===== config.mk =====
export PLATFORM = sky130hd
export DESIGN_NAME = vga_timing_recover
export DESIGN_NICKNAME = d
export VERILOG_FILES = /design/src/rtl/vga_rx_pkg.sv /design/src/rtl/vga_rx_edge.sv /design/src/rtl/vga_timing_recover.sv
export SDC_FILE = /design/constraint.sdc
export NUM_CORES = 1
export LEC_CHECK = 0
export BUFFER_PORTS_ARGS = -buffer_cell sky130_fd_sc_hd__buf_2
export CORE_UTILIZATION = 50
export CTS_CLUSTER_DIAMETER = 80
export CTS_CLUSTER_SIZE = 14
export DETAILED_ROUTE_END_ITERATION = 10
export PLACE_DENSITY = 0.74
export SYNTH_ARGS = -nofsm -noshare
export SYNTH_HDL_FRONTEND = slang
export SYNTH_SLANG_ARGS = --single-unit

===== constraint.sdc =====
create_clock -name aclk -period 6.2 [get_ports aclk]
set_input_delay 0.93 -clock aclk [delete_from_list [all_inputs] [get_ports aclk]]
set_output_delay 0.93 -clock aclk [all_outputs]
set_load 0.05 [all_outputs]

===== src/rtl/vga_rx_pkg.sv =====
// Shared types and helpers for the VGA timing recovery block.
// Build option VGA_RX_SYNC_EN adds input synchronizers in vga_rx_edge.
package vga_rx_pkg;

    localparam int CW_DEF = 12;

    // bit positions of the sync/blank inputs inside the edge bundle
    localparam int IX_HS = 0;
    localparam int IX_VS = 1;
    localparam int IX_HB = 2;
    localparam int IX_VB = 3;

    typedef enum logic [1:0] {
        SEARCH,
        MEASURE,
        VERIFY,
        LOCKED
    } state_t;

    typedef struct packed {
        logic [CW_DEF-1:0] line_len;
        logic [CW_DEF-1:0] frame_lines;
        logic [CW_DEF-1:0] act_w;
        logic [CW_DEF-1:0] act_h;
    } geo_t;

    function automatic logic [CW_DEF-1:0] sat_inc(
        input logic [CW_DEF-1:0] v
    );
        return (&v) ? v : v + CW_DEF'(1);
    endfunction

    // a saturated field never counts as a match
    function automatic logic geo_same(
        input geo_t a,
        input geo_t b
    );
        logic sat;
        sat = (&a.line_len) | (&a.frame_lines)
            | (&a.act_w) | (&a.act_h);
        return (a == b) && !sat;
    endfunction

endpackage


===== src/rtl/vga_rx_edge.sv =====
// Optional 2-flop synchronizer plus previous-sample edge detection.
// VGA_RX_SYNC_EN inserts the synchronizer; otherwise inputs are used directly.
module vga_rx_edge #(
    parameter int           N    = 4,
    parameter logic [N-1:0] IDLE = '1
) (
    input  logic         aclk,
    input  logic         aresetn,
    input  logic [N-1:0] din,
    output logic [N-1:0] level,
    output logic [N-1:0] rise,
    output logic [N-1:0] fall
);

    logic [N-1:0] smp;
    logic [N-1:0] prev;

`ifdef VGA_RX_SYNC_EN
    logic [N-1:0] meta;

    always_ff @(posedge aclk or negedge aresetn) begin
        if (!aresetn) begin
            meta <= IDLE;
            smp  <= IDLE;
        end else begin
            meta <= din;
            smp  <= meta;
        end
    end
`else
    assign smp = din;
`endif

    always_ff @(posedge aclk or negedge aresetn) begin
        if (!aresetn) prev <= IDLE;
        else          prev <= smp;
    end

    assign level = smp;
    assign rise  = smp & ~prev;
    assign fall  = ~smp & prev;

endmodule


===== src/rtl/vga_timing_recover.sv =====
// Recovers x/y/de and raster geometry from hsync/vsync/hblank/vblank.
// Define VGA_RX_SYNC_EN to synchronize asynchronous inputs (3-cycle latency).
module vga_timing_recover
    import vga_rx_pkg::*;
#(
    parameter int CW      = CW_DEF,
    parameter int TIMEOUT = 4095
) (
    input  logic          aclk,
    input  logic          aresetn,
    input  logic          hsync,
    input  logic          vsync,
    input  logic          hblank,
    input  logic          vblank,
    output logic [CW-1:0] x,
    output logic [CW-1:0] y,
    output logic          de,
    output logic          frame_start,
    output logic [CW-1:0] line_len,
    output logic [CW-1:0] frame_lines,
    output logic [CW-1:0] act_w,
    output logic [CW-1:0] act_h,
    output logic          locked,
    output logic          lock_lost
);

    localparam logic [CW-1:0] TMO = CW'(TIMEOUT);

    logic [3:0] lvl;
    logic [3:0] rise;
    logic [3:0] fall;

    vga_rx_edge #(
        .N    (4),
        .IDLE (4'b1111)
    ) u_edge (
        .aclk    (aclk),
        .aresetn (aresetn),
        .din     ({vblank, hblank, vsync, hsync}),
        .level   (lvl),
        .rise    (rise),
        .fall    (fall)
    );

    logic hs_f, vs_f, hb_f, hb_r, vb_f;
    logic hb_lo, vb_lo;

    assign hs_f  = fall[IX_HS];
    assign vs_f  = fall[IX_VS];
    assign hb_f  = fall[IX_HB];
    assign hb_r  = rise[IX_HB];
    assign vb_f  = fall[IX_VB];
    assign hb_lo = ~lvl[IX_HB];
    assign vb_lo = ~lvl[IX_VB];

    logic unused_edges;
    assign unused_edges = ^{lvl[IX_HS], lvl[IX_VS],
                            rise[IX_HS], rise[IX_VS],
                            rise[IX_VB]};

    state_t        state, state_n;
    geo_t          golden, gold_n, g_new;
    logic [CW-1:0] lc, ac, fl, ah, tmo;
    logic [CW-1:0] fl_now, ah_now;
    logic          ln_ok, fr_ok;
    logic          line_bad, ac_nz, tmo_hit;

    always_comb begin
        ac_nz  = (ac != '0);
        fl_now = hs_f ? sat_inc(fl) : fl;
        ah_now = (hb_r && vb_lo) ? sat_inc(ah) : ah;

        // a coincident hsync edge closes this frame's last line first
        g_new.line_len    = (hs_f && ln_ok) ? lc : line_len;
        g_new.frame_lines = fl_now;
        g_new.act_w       = (hs_f && ln_ok && ac_nz) ? ac : act_w;
        g_new.act_h       = ah_now;

        line_bad = 1'b0;
        if (hs_f && ln_ok) begin
            line_bad = (lc != golden.line_len) || (&lc);
            if (ac_nz)
                line_bad = line_bad
                         || (ac != golden.act_w) || (&ac);
        end

        tmo_hit = !hs_f && (sat_inc(tmo) >= TMO);
    end

    always_comb begin
        state_n = state;
        gold_n  = golden;
        unique case (state)
            SEARCH: begin
                if (vs_f) state_n = MEASURE;
            end
            MEASURE: begin
                if (vs_f) begin
                    state_n = VERIFY;
                    gold_n  = g_new;
                end
            end
            VERIFY: begin
                if (vs_f) begin
                    state_n = geo_same(g_new, golden)
                            ? LOCKED : MEASURE;
                    gold_n  = g_new;
                end
            end
            LOCKED: begin
                if (line_bad) state_n = SEARCH;
                if (vs_f && !geo_same(g_new, golden))
                    state_n = SEARCH;
            end
            default: state_n = SEARCH;
        endcase
        if (tmo_hit) state_n = SEARCH;
    end

    always_ff @(posedge aclk or negedge aresetn) begin
        if (!aresetn) begin
            state       <= SEARCH;
            golden      <= '0;
            locked      <= 1'b0;
            lock_lost   <= 1'b0;
            x           <= '0;
            y           <= '0;
            de          <= 1'b0;
            frame_start <= 1'b0;
            line_len    <= '0;
            frame_lines <= '0;
            act_w       <= '0;
            act_h       <= '0;
            lc          <= '0;
            ac          <= '0;
            fl          <= '0;
            ah          <= '0;
            tmo         <= '0;
            ln_ok       <= 1'b0;
            fr_ok       <= 1'b0;
        end else begin
            state     <= state_n;
            golden    <= gold_n;
            locked    <= (state_n == LOCKED);
            lock_lost <= (state == LOCKED) && (state_n != LOCKED);

            if (hb_f)       x <= '0;
            else if (hb_lo) x <= sat_inc(x);

            if (vb_f)                y <= '0;
            else if (hb_r && vb_lo)  y <= sat_inc(y);

            de          <= hb_lo & vb_lo;
            frame_start <= vs_f;

            tmo <= hs_f ? '0 : sat_inc(tmo);

            if (hs_f) begin
                lc    <= CW'(1);
                ac    <= hb_lo ? CW'(1) : '0;
                ln_ok <= 1'b1;
                if (ln_ok) begin
                    line_len <= lc;
                    if (ac_nz) act_w <= ac;
                end
            end else begin
                lc <= sat_inc(lc);
                if (hb_lo) ac <= sat_inc(ac);
            end

            if (vs_f) begin
                fl    <= '0;
                ah    <= '0;
                fr_ok <= 1'b1;
                if (fr_ok) begin
                    frame_lines <= fl_now;
                    act_h       <= ah_now;
                end
            end else begin
                fl <= fl_now;
                ah <= ah_now;
            end
        end
    end

endmodule

# Word-level counts from Yosys, hierarchy flattened
# Index checks and enable logic that the tools add are counted.
dict set report totals {
  reg_bits 192
  input_bits 6
  output_inout_bits 76
  elab_cells 122
}
dict set report op_classes {
  n_addsub 7
  magnitude_cmp 1
  n_eq_ne 14
  muxes 32
  bitwise_logic 10
  reduce_logical 35
}
# op n
set op_table {}
lappend op_table {{12-bit two-way mux} 21}
lappend op_table {{12-bit AND reduction} 11}
lappend op_table {{12-bit by 1-bit adder with 12-bit output, second input constant} 7}
lappend op_table {{48-bit == test} 1}
lappend op_table {{12-bit != test} 2}
lappend op_table {{2-bit two-way mux} 7}
lappend op_table {{12-bit >= comparator, second input constant} 1}
lappend op_table {{2-bit AND reduction} 6}
lappend op_table {{12-bit nonzero test} 1}
lappend op_table {{2-bit != test, second input constant} 5}
lappend op_table {{2-bit case mux with 4 select lines} 1}
lappend op_table {{1-bit logical AND} 7}
lappend op_table {{2-bit == test, second input constant} 3}
lappend op_table {{4-bit AND} 1}
lappend op_table {{2-bit by 1-bit != test with 1-bit output, second input constant} 2}
lappend op_table {{4-bit NOT} 1}
lappend op_table {{3-bit AND} 1}
lappend op_table {{1-bit logical NOT} 3}
lappend op_table {{1-bit logical OR} 3}
lappend op_table {{1-bit two-way mux} 3}
lappend op_table {{3-bit NOT} 1}
lappend op_table {{1-bit OR} 3}
lappend op_table {{3-bit AND reduction} 1}
lappend op_table {{2-bit by 1-bit == test with 1-bit output, second input constant} 1}
lappend op_table {{5 further kinds} 6}

# Longest topological paths before layout
# Gate-level depths: netlist of the first run.
dict set report depth {
  depth_word 17
  depth_mapped 12
  ltp_nobuf 11
}

# Cells and area by module
# Synthesis of the first run repeated with hierarchy kept, for this count alone.
dict set report hier_totals {
  hier_cells 1138
  area_unflattened_um2 10511.3
}
# module instances cells_each area_per_inst_um2 seq_area_each_um2
set by_module_without_submodules {}
lappend by_module_without_submodules {vga_timing_recover 1 1122 10306.1 4704.5}
lappend by_module_without_submodules {vga_rx_edge 1 16 205.2 105.1}

# Worst setup path before layout of the first run
# Ideal clock, no wire load.
dict set report synth_timing {
  path_type {input-to-reg}
  start {input port vblank}
  end {register lock_lost}
  setup_ns 0.124
  arrival_ns 3.266
  t_required_ns 6.076
  slack_ns 2.810
  cell_stages 9
  path_buffers 1
  cell_sequence {or3b_2 > clkbuf_1 > nor4_1 > xor2_1 > o221ai_1 > nor4b_1 > a2111oi_1 > nand4b_4 > a211o_1}
}
dict set report synth_between {
  elab_chain_len 14
  elab_cells_between_ends 17
  cone_classes {eq/ne: 2; mux: 6; bitwise: 2; reduce/logical: 7}
}
# element line_no
set synth_rtl {}
lappend synth_rtl {{start: declaration} vga_timing_recover.sv:14} ;# input logic vblank,
lappend synth_rtl {{1-bit NOT *} vga_timing_recover.sv:54} ;# assign vb_lo = ~lvl[IX_VB];
lappend synth_rtl {{1-bit logical AND *} vga_timing_recover.sv:71} ;# ah_now = (hb_r && vb_lo) ? sat_inc(ah) : ah;
lappend synth_rtl {{12-bit two-way mux *} vga_timing_recover.sv:71}
lappend synth_rtl {{12-bit AND reduction} vga_rx_pkg.sv:40} ;# | (&a.act_w) | (&a.act_h);
lappend synth_rtl {{1-bit OR} vga_rx_pkg.sv:40}
lappend synth_rtl {{1-bit logical NOT} vga_rx_pkg.sv:41} ;# return (a == b) && !sat;
lappend synth_rtl {{1-bit logical AND *} vga_rx_pkg.sv:41}
lappend synth_rtl {{1-bit logical NOT} vga_timing_recover.sv:112} ;# if (vs_f && !geo_same(g_new, golden))
lappend synth_rtl {{1-bit logical AND} vga_timing_recover.sv:112}
lappend synth_rtl {{2-bit two-way mux} vga_timing_recover.sv:112}
lappend synth_rtl {{2-bit case mux with 4 select lines *} vga_timing_recover.sv:93} ;# unique case (state)
lappend synth_rtl {{2-bit two-way mux *} vga_timing_recover.sv:117} ;# if (tmo_hit) state_n = SEARCH;
lappend synth_rtl {{2-bit != test *} vga_timing_recover.sv:145} ;# lock_lost <= (state == LOCKED) && (state_n != LOCKED);
lappend synth_rtl {{1-bit logical AND *} vga_timing_recover.sv:145}
lappend synth_rtl {{end signal: assignment} vga_timing_recover.sv:145}
lappend synth_rtl {{end: declaration} vga_timing_recover.sv:24} ;# output logic lock_lost
# Every way passes the cells marked *; elsewhere a longest branch is shown, timed or not.
# A chain may end at the register's enable or synchronous reset.

# Worst setup path after layout of the first run
dict set report layout_timing {
  start {register ac[0]}
  end {register lock_lost}
}
dict set report layout_between {
  elab_chain_len 15
  elab_cells_between_ends 25
  cone_classes {eq/ne: 3; mux: 9; bitwise: 2; reduce/logical: 11}
}
# element line_no
set layout_rtl {}
lappend layout_rtl {{start: declaration} vga_timing_recover.sv:63} ;# logic [CW-1:0] lc, ac, fl, ah, tmo;
lappend layout_rtl {{start signal: assignment} vga_timing_recover.sv:160} ;# ac <= hb_lo ? CW'(1) : '0;
lappend layout_rtl {{start signal: assignment} vga_timing_recover.sv:168} ;# if (hb_lo) ac <= sat_inc(ac);
lappend layout_rtl {{12-bit nonzero test} vga_timing_recover.sv:69} ;# ac_nz = (ac != '0);
lappend layout_rtl {{1-bit logical AND} vga_timing_recover.sv:76} ;# g_new.act_w = (hs_f && ln_ok && ac_nz) ? ac : act_w;
lappend layout_rtl {{12-bit two-way mux} vga_timing_recover.sv:76}
lappend layout_rtl {{12-bit AND reduction} vga_rx_pkg.sv:40}
lappend layout_rtl {{1-bit OR (2 in a row)} vga_rx_pkg.sv:40}
lappend layout_rtl {{1-bit logical NOT} vga_rx_pkg.sv:41}
lappend layout_rtl {{1-bit logical AND} vga_rx_pkg.sv:41}
lappend layout_rtl {{1-bit logical NOT} vga_timing_recover.sv:112}
lappend layout_rtl {{1-bit logical AND} vga_timing_recover.sv:112}
lappend layout_rtl {{2-bit two-way mux} vga_timing_recover.sv:112}
lappend layout_rtl {{2-bit case mux with 4 select lines *} vga_timing_recover.sv:93}
lappend layout_rtl {{2-bit two-way mux *} vga_timing_recover.sv:117}
lappend layout_rtl {{2-bit != test *} vga_timing_recover.sv:145}
lappend layout_rtl {{1-bit logical AND *} vga_timing_recover.sv:145}
# Marked as above.

==> results.md, run 1 <==
- The buffer count from post-CTS setup fixing is 0.
- The clock transition at the registers of the reported paths is 0.07 ns.
- The power per cell area is 309 nW/µm².
- The core area is 20200 µm².
- The count of cells in the finished layout, fillers not included, comes to 1438.
- The total chip power is 3.54 mW.
- The final core area utilization is 56.8%.
- The maximum net fanout on the critical path is 18.
- The congestion estimate from routability-driven global placement came to 0.949.
- The initial utilization of the core area, before any placement, comes to 51.0%.
- The total number of H-tree levels is 4.
- The finished layout cell area is 11500 µm².
- After clock tree synthesis, the repair step resized 0 gates.
- Hold is met by 0.460 ns.
- The net count of the finished layout is 1173.
- After synthesis, flip-flops and latches occupy 46.8% of the total area.
- The total negative setup slack is 0 ns.
- The yosys synthesis warning count is 0.
- In the final layout, flip-flops and latches occupy 4810 µm².
- The number of max-slew violations in the final report came to 0.
- 82 I/O pins were placed.
- The routed design could run at a clock period as short as 3.67 ns.
- The number of antenna violations at the first check in global routing is 0.
- The mean area per synthesized cell is 9.29 µm².
- The chip width is 145 µm.
- At the placement stage, the worst setup path has a slack of 2.18 ns.
- The unique cell type count in the Yosys netlist is 75.
- The leakage power is 5.26 nW.
- By startpoint and endpoint, the worst setup path is classified as flip-flop to flip-flop.
- Buffers placed on the I/O ports in this run total 81.
- Synthesis produced a netlist whose cell count is 1107.
- For this run, the detailed router's first-pass iteration total came to 5.
- The flop-to-flop setup slack is 2.53 ns.
- The cell at the root of the clock tree is sky130_fd_sc_hd__clkbuf_16.
- The repair_antennas step left the layout with diodes totalling 0.
- In this run the cell area measured after placement is 10900 µm².
- The number of max-cap violations is 0.
- The number of hold violations in the final report is 0.
- The actual transition at the worst max-transition pin is 0.868 ns.
- Counting instances in the post-synthesis netlist gives the leading cell types as 188 x sky130_fd_sc_hd__dfrtp_1, 133 x sky130_fd_sc_hd__nand2_1, 93 x sky130_fd_sc_hd__nor2_1.
- The number of flops mapped to enable cells by yosys is 0.
- In this run the critical register-to-register path is captured at lock_lost.
- The fraction of synthesized cell area taken by the top area cell type is 45.7%.
- By area the synthesized netlist is led by sky130_fd_sc_hd__dfrtp_1 46%, sky130_fd_sc_hd__nand2_1 4.9%, sky130_fd_sc_hd__xor2_1 4.9%.
- For this run, the top clock speed supported by timing is 0.273 GHz.
- The final worst slack is 2.53 ns.
- In this run the cell area of the synthesized design comes to 10300 µm².
- In this run the critical register-to-register path is launched from ac[0].
- The flow ran to the end, and the final reports show no timing, DRC or antenna violations.
- In the routed design, unresolved DRC markers number 0.
- The tree built by TritonCTS fans out to 192 sinks.
- The required time reported for the critical path endpoint is 6.53 ns.
- Synthesis produced a netlist with a net count of 1125.
- Data on the critical path arrives at its endpoint at 3.99 ns.
- Setup repair after global routing left no endpoint under its margin.
- On the final layout, the worst clock skew is 0.0103 ns.
- The final setup violation count is 0.
- After detailed routing, the total wire length is 24900 µm.
- The wire length of the first global-routing pass is 41200 µm.
- The flop and latch count out of synthesis is 192.
- The placed wire-length estimate after detailed placement is 17400 µm.
- The cell taking the most area after synthesis is sky130_fd_sc_hd__dfrtp_1.
- The final global-route overflow total is 0.
- In the final layout, the multi-input gates occupy 5050 µm².
- In this run the tightest slew margin relative to its limit is 41.6%.
- In the routed layout, each cell is associated on average with a via count of 5.87.
- The fraction of synthesis flops using an asynchronous set or reset pin is 100%.
- The dominant register cell in the synthesized netlist is sky130_fd_sc_hd__dfrtp_1.
- In this run the core area contains 52 standard-cell rows.
- The die span in y is 145 µm.
- The clock reaches the later pin of the worst-skew pair after 0.44 ns.
- TritonCTS built the clock tree.
- The die covers 21100 µm².
- The number of buffers inserted during clock tree synthesis is 17.
- The nature of the critical path endpoint is a flip-flop.
- The DRC violation total after the first TritonRoute iteration is 675.
- The vias after detailed routing is 8434.
- The number of placed instances, taps included, is 1406.
- The remaining number of nets flagged by the antenna check after routing is 0.
- The fraction of final layout cells with drive strength greater than 1 is 13.1%.
- The min-delay analysis places its worst path in the category input pin to asynchronous set/reset pin.
- By instance count, the leading cell after synthesis is sky130_fd_sc_hd__dfrtp_1.
- The aggregate global-route resource usage is 24.3%.
- The area growth from synthesis to layout is 11.3%.
- Entering global routing, the biggest net connects 68 pins.
- The critical path launch point type is a flip-flop.
- The number of global-route vias before repair was 7937.
- In the final routed layout, each cell accounts on average for 17.3 µm.
- The number of cell instances on the worst register-to-register path is 10.
- Buffers inserted to repair hold after CTS numbered 0.
- IR analysis of the VDD net gives a maximum drop of 212 µV.
- In this run the deepest clock path goes through 2 buffers.
- In the finished design, the share of the clock period the worst path needs comes to 59.1%.
- The layout has 1779 filler cells.
[how the worst max path moves through the flow]
stage                start         to  slack [ns]  depth (start not counted)
CTS                  ac[0]  lock_lost        2.57                         10
finish               ac[0]  lock_lost        2.53                         10
detailed placement   hsync  lock_lost        2.18                          9
floorplan           vblank  lock_lost        2.81                          9
global route         hsync  lock_lost        2.31                          9
global placement     hsync  lock_lost        2.24                          9
[registers in the layout (all words and copies together) (netlist names)]
| signal | flops |
|---|---|
| frame_start | 1 |
| act_w | 12 |
| frame_lines | 12 |
| state | 2 |
| y | 12 |
| locked | 1 |
| golden | 48 |
| de | 1 |
| fr_ok | 1 |
| ln_ok | 1 |
| lock_lost | 1 |
| line_len | 12 |
| ah | 12 |
| tmo | 12 |
| x | 12 |
| lc | 12 |
| fl | 12 |
| ac | 12 |
| u_edge.prev | 4 |
| act_h | 12 |
[metal layers]
metal	vias to the layer above	track usage [%]	part of all wire, %
met5	-	0	0
met4	0	8.95	2.0
met2	261	38.5	47
met3	34	3.07	4.9
li1	4023	-	-
met1	4116	34.2	46
[logic make-up after synthesis]
family / count (synthesis) / share of synthesized area, %
XOR/XNOR: 95 / 8.09
adder cells (fa/ha/maj): 12 / 1.46
AO/OA/AOI/OAI: 221 / 14.1
flip-flops: 192 / 46.8
buffers and inverters: 108 / 4.17
AND/OR/NAND/NOR: 443 / 21.8
multiplexers: 36 / 3.70
[power by group]
group	internal (mW)	total [mW]	switching [mW]
clock network	0.633	1.13	0.493
registers	1.38	1.56	0.176
logic	0.308	0.858	0.550
[cell usage in the layout, fill, tap and decap left out, types with 7 or more instances in the layout]
master	n
sky130_fd_sc_hd__inv_1	48
sky130_fd_sc_hd__dfrtp_1	188
sky130_fd_sc_hd__nand2_1	132
sky130_fd_sc_hd__and3_1	12
sky130_fd_sc_hd__a22oi_1	7
sky130_fd_sc_hd__mux2_2	16
sky130_fd_sc_hd__a211oi_1	9
sky130_fd_sc_hd__buf_2	80
sky130_fd_sc_hd__nand4_1	31
sky130_fd_sc_hd__and4_1	12
sky130_fd_sc_hd__nand3_1	38
sky130_fd_sc_hd__a2111oi_0	7
sky130_fd_sc_hd__ha_1	12
sky130_fd_sc_hd__mux2i_1	20
sky130_fd_sc_hd__nor3_1	20
sky130_fd_sc_hd__or3_1	17
sky130_fd_sc_hd__nor4_1	23
sky130_fd_sc_hd__a22o_1	7
sky130_fd_sc_hd__a31oi_1	8
sky130_fd_sc_hd__xor2_1	57
sky130_fd_sc_hd__o21ai_0	91
sky130_fd_sc_hd__nor2_1	93
sky130_fd_sc_hd__nand2b_1	17
sky130_fd_sc_hd__a21oi_1	30
sky130_fd_sc_hd__o31ai_1	10
sky130_fd_sc_hd__clkbuf_16	17
sky130_fd_sc_hd__nor2b_1	13
sky130_fd_sc_hd__buf_4	8
sky130_fd_sc_hd__xnor2_1	38
[layout make-up]
class	count	area share (%)
Timing Repair Buffer	89	4.14
Clock buffer	22	4.14
Clock inverter	10	1.08
Tap cell	270	2.95
Sequential cell	192	42.0
Inverter	48	1.57
Multi-Input combinational cell	807	44.1
[worst max-delay path: stages (launching register included)]
cell and delay [ns]:
sky130_fd_sc_hd__dfrtp_1 0.46, sky130_fd_sc_hd__inv_1 0.12, sky130_fd_sc_hd__ha_1 0.15, sky130_fd_sc_hd__or4b_4 0.52
sky130_fd_sc_hd__o31ai_4 0.71, sky130_fd_sc_hd__a22oi_1 0.24, sky130_fd_sc_hd__xnor2_1 0.21, sky130_fd_sc_hd__a2111oi_2 0.40
sky130_fd_sc_hd__nand4_1 0.20, sky130_fd_sc_hd__nand4b_4 0.25, sky130_fd_sc_hd__a211o_1 0.30
Note: power is estimated with default switching activity, not from simulation.
==> inputs of run 2 (changes only) <==
ABC_AREA = 1   (was unset)
PLACE_DENSITY = 0.77   (was 0.74)
clock period = 3.06 ns   (was 6.2 ns; I/O delays follow)
==> results.md, run 2 <==
- The routed length per placed instance came to 14.7 µm (-15%).
- The gate count after technology mapping is 1341 (+21%).
- The finished layout cell area is 11600 µm² (+1.5%).
- The mean area per synthesized cell is 7.69 µm² (-17%).
- The area added between synthesis and finish is 12.7%.
- TritonCTS built the clock tree.
- The unique cell type count in the Yosys netlist came to 51 (-32%).
- The total chip power is 7.17 mW (+100%).
- The stage delay of the slowest cell on the critical path is 0.46 ns (-0.25 ns).
- The total of buffers placed on input and output ports was 81 (unchanged).
- The aggregate global-route resource usage was 24.8% (+0.55 points).
- The buffer and inverter count on the worst path is 3 (+2).
- The power per cell area is 616 nW/µm² (+99%).
- The insertion delay of the later-clocked pin in the worst-skew pair was 0.45 ns (about the same).
- The flop and latch count out of synthesis is 192 (unchanged).
- The total number of H-tree levels is 4 (unchanged).
- The worst max-slew margin expressed relative to the limit came to 29.6% (-12 points).
- By count the netlist is led by 383 x sky130_fd_sc_hd__nand2_1, 188 x sky130_fd_sc_hd__dfrtp_1, 160 x sky130_fd_sc_hd__inv_1.
- The wire length of the first global-routing pass was 42500 µm (+3.1%).
- The area after detailed placement is 11000 µm² (+1.6%).
- In the layout the commonest cells are 383 x sky130_fd_sc_hd__nand2_1, 186 x sky130_fd_sc_hd__dfrtp_1, 158 x sky130_fd_sc_hd__inv_1, 114 x sky130_fd_sc_hd__nor2_1, 108 x sky130_fd_sc_hd__nand3_1.
- The initial core utilization is 51.0% (about the same).
- The yosys synthesis warning count is 0 (unchanged).
- The largest net degree at the start of global routing came to 70 (+2.9%).
- The fmax is 0.360 GHz (+32%).
- The worst-case vdd ir drop is 486 µV (+130%).
- The leakage power is 5.82 nW (+11%).
- The number of sinks driven by the clock tree is 192 (unchanged).
- The full die area is 21200 µm² (+0.26%).
- The number of hold buffers added after cts is 0 (unchanged).
- The number of flip-flops under the largest register name is 48 (unchanged).
- The number of hold violations in the final report came to 5 (+5).
- The number of flops mapped to enable cells by yosys is 0 (unchanged).
- The cell area after synthesis is 10300 µm² (+0.27%).
- On the critical path, the stage with the largest delay is an instance of sky130_fd_sc_hd__dfrtp_2.
- The number of buffers inserted during clock tree synthesis is 17 (unchanged).
- In the synthesized netlist the dominant register cell turns out to be sky130_fd_sc_hd__dfrtp_1.
- The final reports fail on negative hold slack.
- The actual transition at the worst max-transition pin came to 1.06 ns (+0.187 ns).
- The number of max-slew violations in the final report is 0 (unchanged).
- The worst hold slack came to -0.0197 ns (-0.479 ns).
- The vias after detailed routing is 9120 (+8.1%).
- The maximum net fanout on the critical path is 12 (-6).
- The most prevalent standard cell on the critical path is sky130_fd_sc_hd__nand2_1.
- The data arrival time at the worst-slack endpoint is 3.12 ns (-0.87 ns).
- The net count of the mapped netlist was 1359 (+21%).
- The placed wire-length estimate after detailed placement is 18400 µm (+6.0%).
- The chip width was 146 µm (+0.13%).
- The run finished, with violations left.
- The final setup violation count is 0 (unchanged).
- The number of global-route vias before repair is 8727 (+10%).
- The fraction of synthesized cell area taken by the top area cell type was 45.6% (-0.12 points).
- The site row count is 52 (unchanged).
- The library cell used most frequently in the layout, excluding fill and tap cells, is sky130_fd_sc_hd__nand2_1.
- The classification of the worst setup path is flip-flop to flip-flop.
- The critical path goes through inv_2, ha_1, nand3_1, nor2_1, nand2_2, buf_4, nand3_1, nand2_2, nand2_1, nand2_1, nor2_1, nand2_1, nor2_1, nand2_1, nor2_1, nand3_1, nand2_1, nand2_1, nand2_1, nand2_1, nand2_2, nand3_2, nand2_1, inv_1.
- The number of top-level pins is 82 (unchanged).
- The total wire length after detailed routing came to 25300 µm (+1.3%).
- The last weighted congestion value of the routability-driven placer is 0.923 (-2.8%).
- The number of optimization iterations in the first detailed-route pass was 6 (+1).
- The number of max-cap violations is 0 (unchanged).
- The required time reported for the critical path endpoint is 3.40 ns (-3.13 ns).
- The detailed-route DRC error count is 0 (unchanged).
- The part of the cycle the worst path needs was 90.7% (+32 points).
- After synthesis, the cell types taking the most area are sky130_fd_sc_hd__dfrtp_1 46%, sky130_fd_sc_hd__nand2_1 14%, sky130_fd_sc_hd__inv_1 5.8%.
- The worst hold path belongs to the class input pin to asynchronous set/reset pin.
- The core area is 20200 µm² (+0.32%).
- The number of antenna violations at the first check in global routing is 0 (unchanged).
- The cell taking the most area after synthesis is sky130_fd_sc_hd__dfrtp_1.
- The clock tree buffer depth is 2 (unchanged).
- The remaining number of nets flagged by the antenna check after routing is 0 (unchanged).
- Among cell families on the critical path, the largest total delay comes from simple AND/OR/NAND/NOR gates.
- The most common cell in the synthesized netlist is sky130_fd_sc_hd__nand2_1.
- The clock transition at the registers of the reported paths is 0.07 ns (about the same).
- The via density per instance is 5.31 (-9.4%).
- The fraction of final layout cells with drive strength greater than 1 is 13.6% (+0.46 points).
- The worst clock skew on the final layout came to 0.00927 ns (-0.00107 ns).
- The post-synthesis sequential area ratio was 46.6% (-0.12 points).
- The root buffer cell chosen for the clock tree is sky130_fd_sc_hd__clkbuf_16.
- The final global-route overflow total is 0 (unchanged).
- The post-route minimum period was 2.78 ns (-0.890 ns).
- The antenna diode count is 0 (unchanged).
- The final core area utilization was 57.5% (+0.68 points).
- STA classifies the critical path startpoint as a flip-flop.
- The largest register by flop count is golden.
- The fill cell instance count of the final layout is 1846 (+3.8%).
- The die span in y is 146 µm (+0.13%).
- The fraction of synthesis flops using an asynchronous set or reset pin is 100% (unchanged).
- The net count of the finished layout is 1451 (+24%).
- STA classifies the critical path endpoint as a flip-flop.
- The DRC violation total after the first TritonRoute iteration is 930 (+38%).
## run 2: final cells by class
type	count	area, µm²	area share (%)
repair buffers	107	622	5.35
clock buffers	20	437	3.76
flip-flops and latches	192	4810	41.4
multi-input cells	943	4650	40.0
inverters	172	656	5.64
well taps	270	338	2.91
clock inverters	12	108	0.926
## run 2: cells by family after synthesis
kind of cell / count (synthesis) / share of synthesized area [%]
simple gates: 736 / 32.2
fa+ha+maj: 12 / 1.46
flops: 192 / 46.6
xor+xnor: 38 / 3.23
buf+inv: 206 / 8.24
compound gates: 157 / 8.27
## run 2: path summary, 6_finish.rpt
| path | start | end | slack, ns | depth (start not counted) |
|---|---|---|---|---|
| worst max-delay path | ac[0] | lock_lost | 0.28 | 24 |
| worst min-delay path | aresetn | x[10] | -0.02 | 1 |
| worst max register to register | ac[0] | lock_lost | 0.28 | 24 |
| worst min register to register | frame_lines[11] | frame_lines[11] | 0.48 | 2 |
| max in group asynchronous | aresetn | line_len[8] | 2.22 | 2 |
| min in group aclk | vsync | u_edge.prev[1] | 0.12 | 1 |
## run 2: where the power goes
part	total (mW)	leakage, nW	internal, mW	switching [mW]
Combinational	1.89	2.98	0.607	1.28
Clock	2.14	0.261	1.13	1.02
Sequential	3.13	2.58	2.84	0.295
Total	7.17	5.82	4.57	2.60
## run 2: routing by layer
layer / global-route usage [%] / routed length, µm
met3: 4.67 / 1280
met1: 33.2 / 11400
met2: 40.8 / 12000
met4: 8.16 / 614
met5: 0 / 0
## run 2: timing repair
item	4_1_cts	5_1_grt
setup buffers	0	7
gates resized for setup	0	5
setup endpoints to repair	0	2
## run 2: per-stage QoR
stage	instances	setup TNS [ns]	hold slack [ns]	setup WS [ns]
after floorplan	1341	0	0.163	0.754
after global placement	1677	0	0.433	0.272
after detailed placement	1677	0	0.462	0.185
after CTS	1709	0	0.0244	0.225
after global routing	1716	-0.0425	0.0261	-0.0425
final	1716	0	-0.0197	0.283
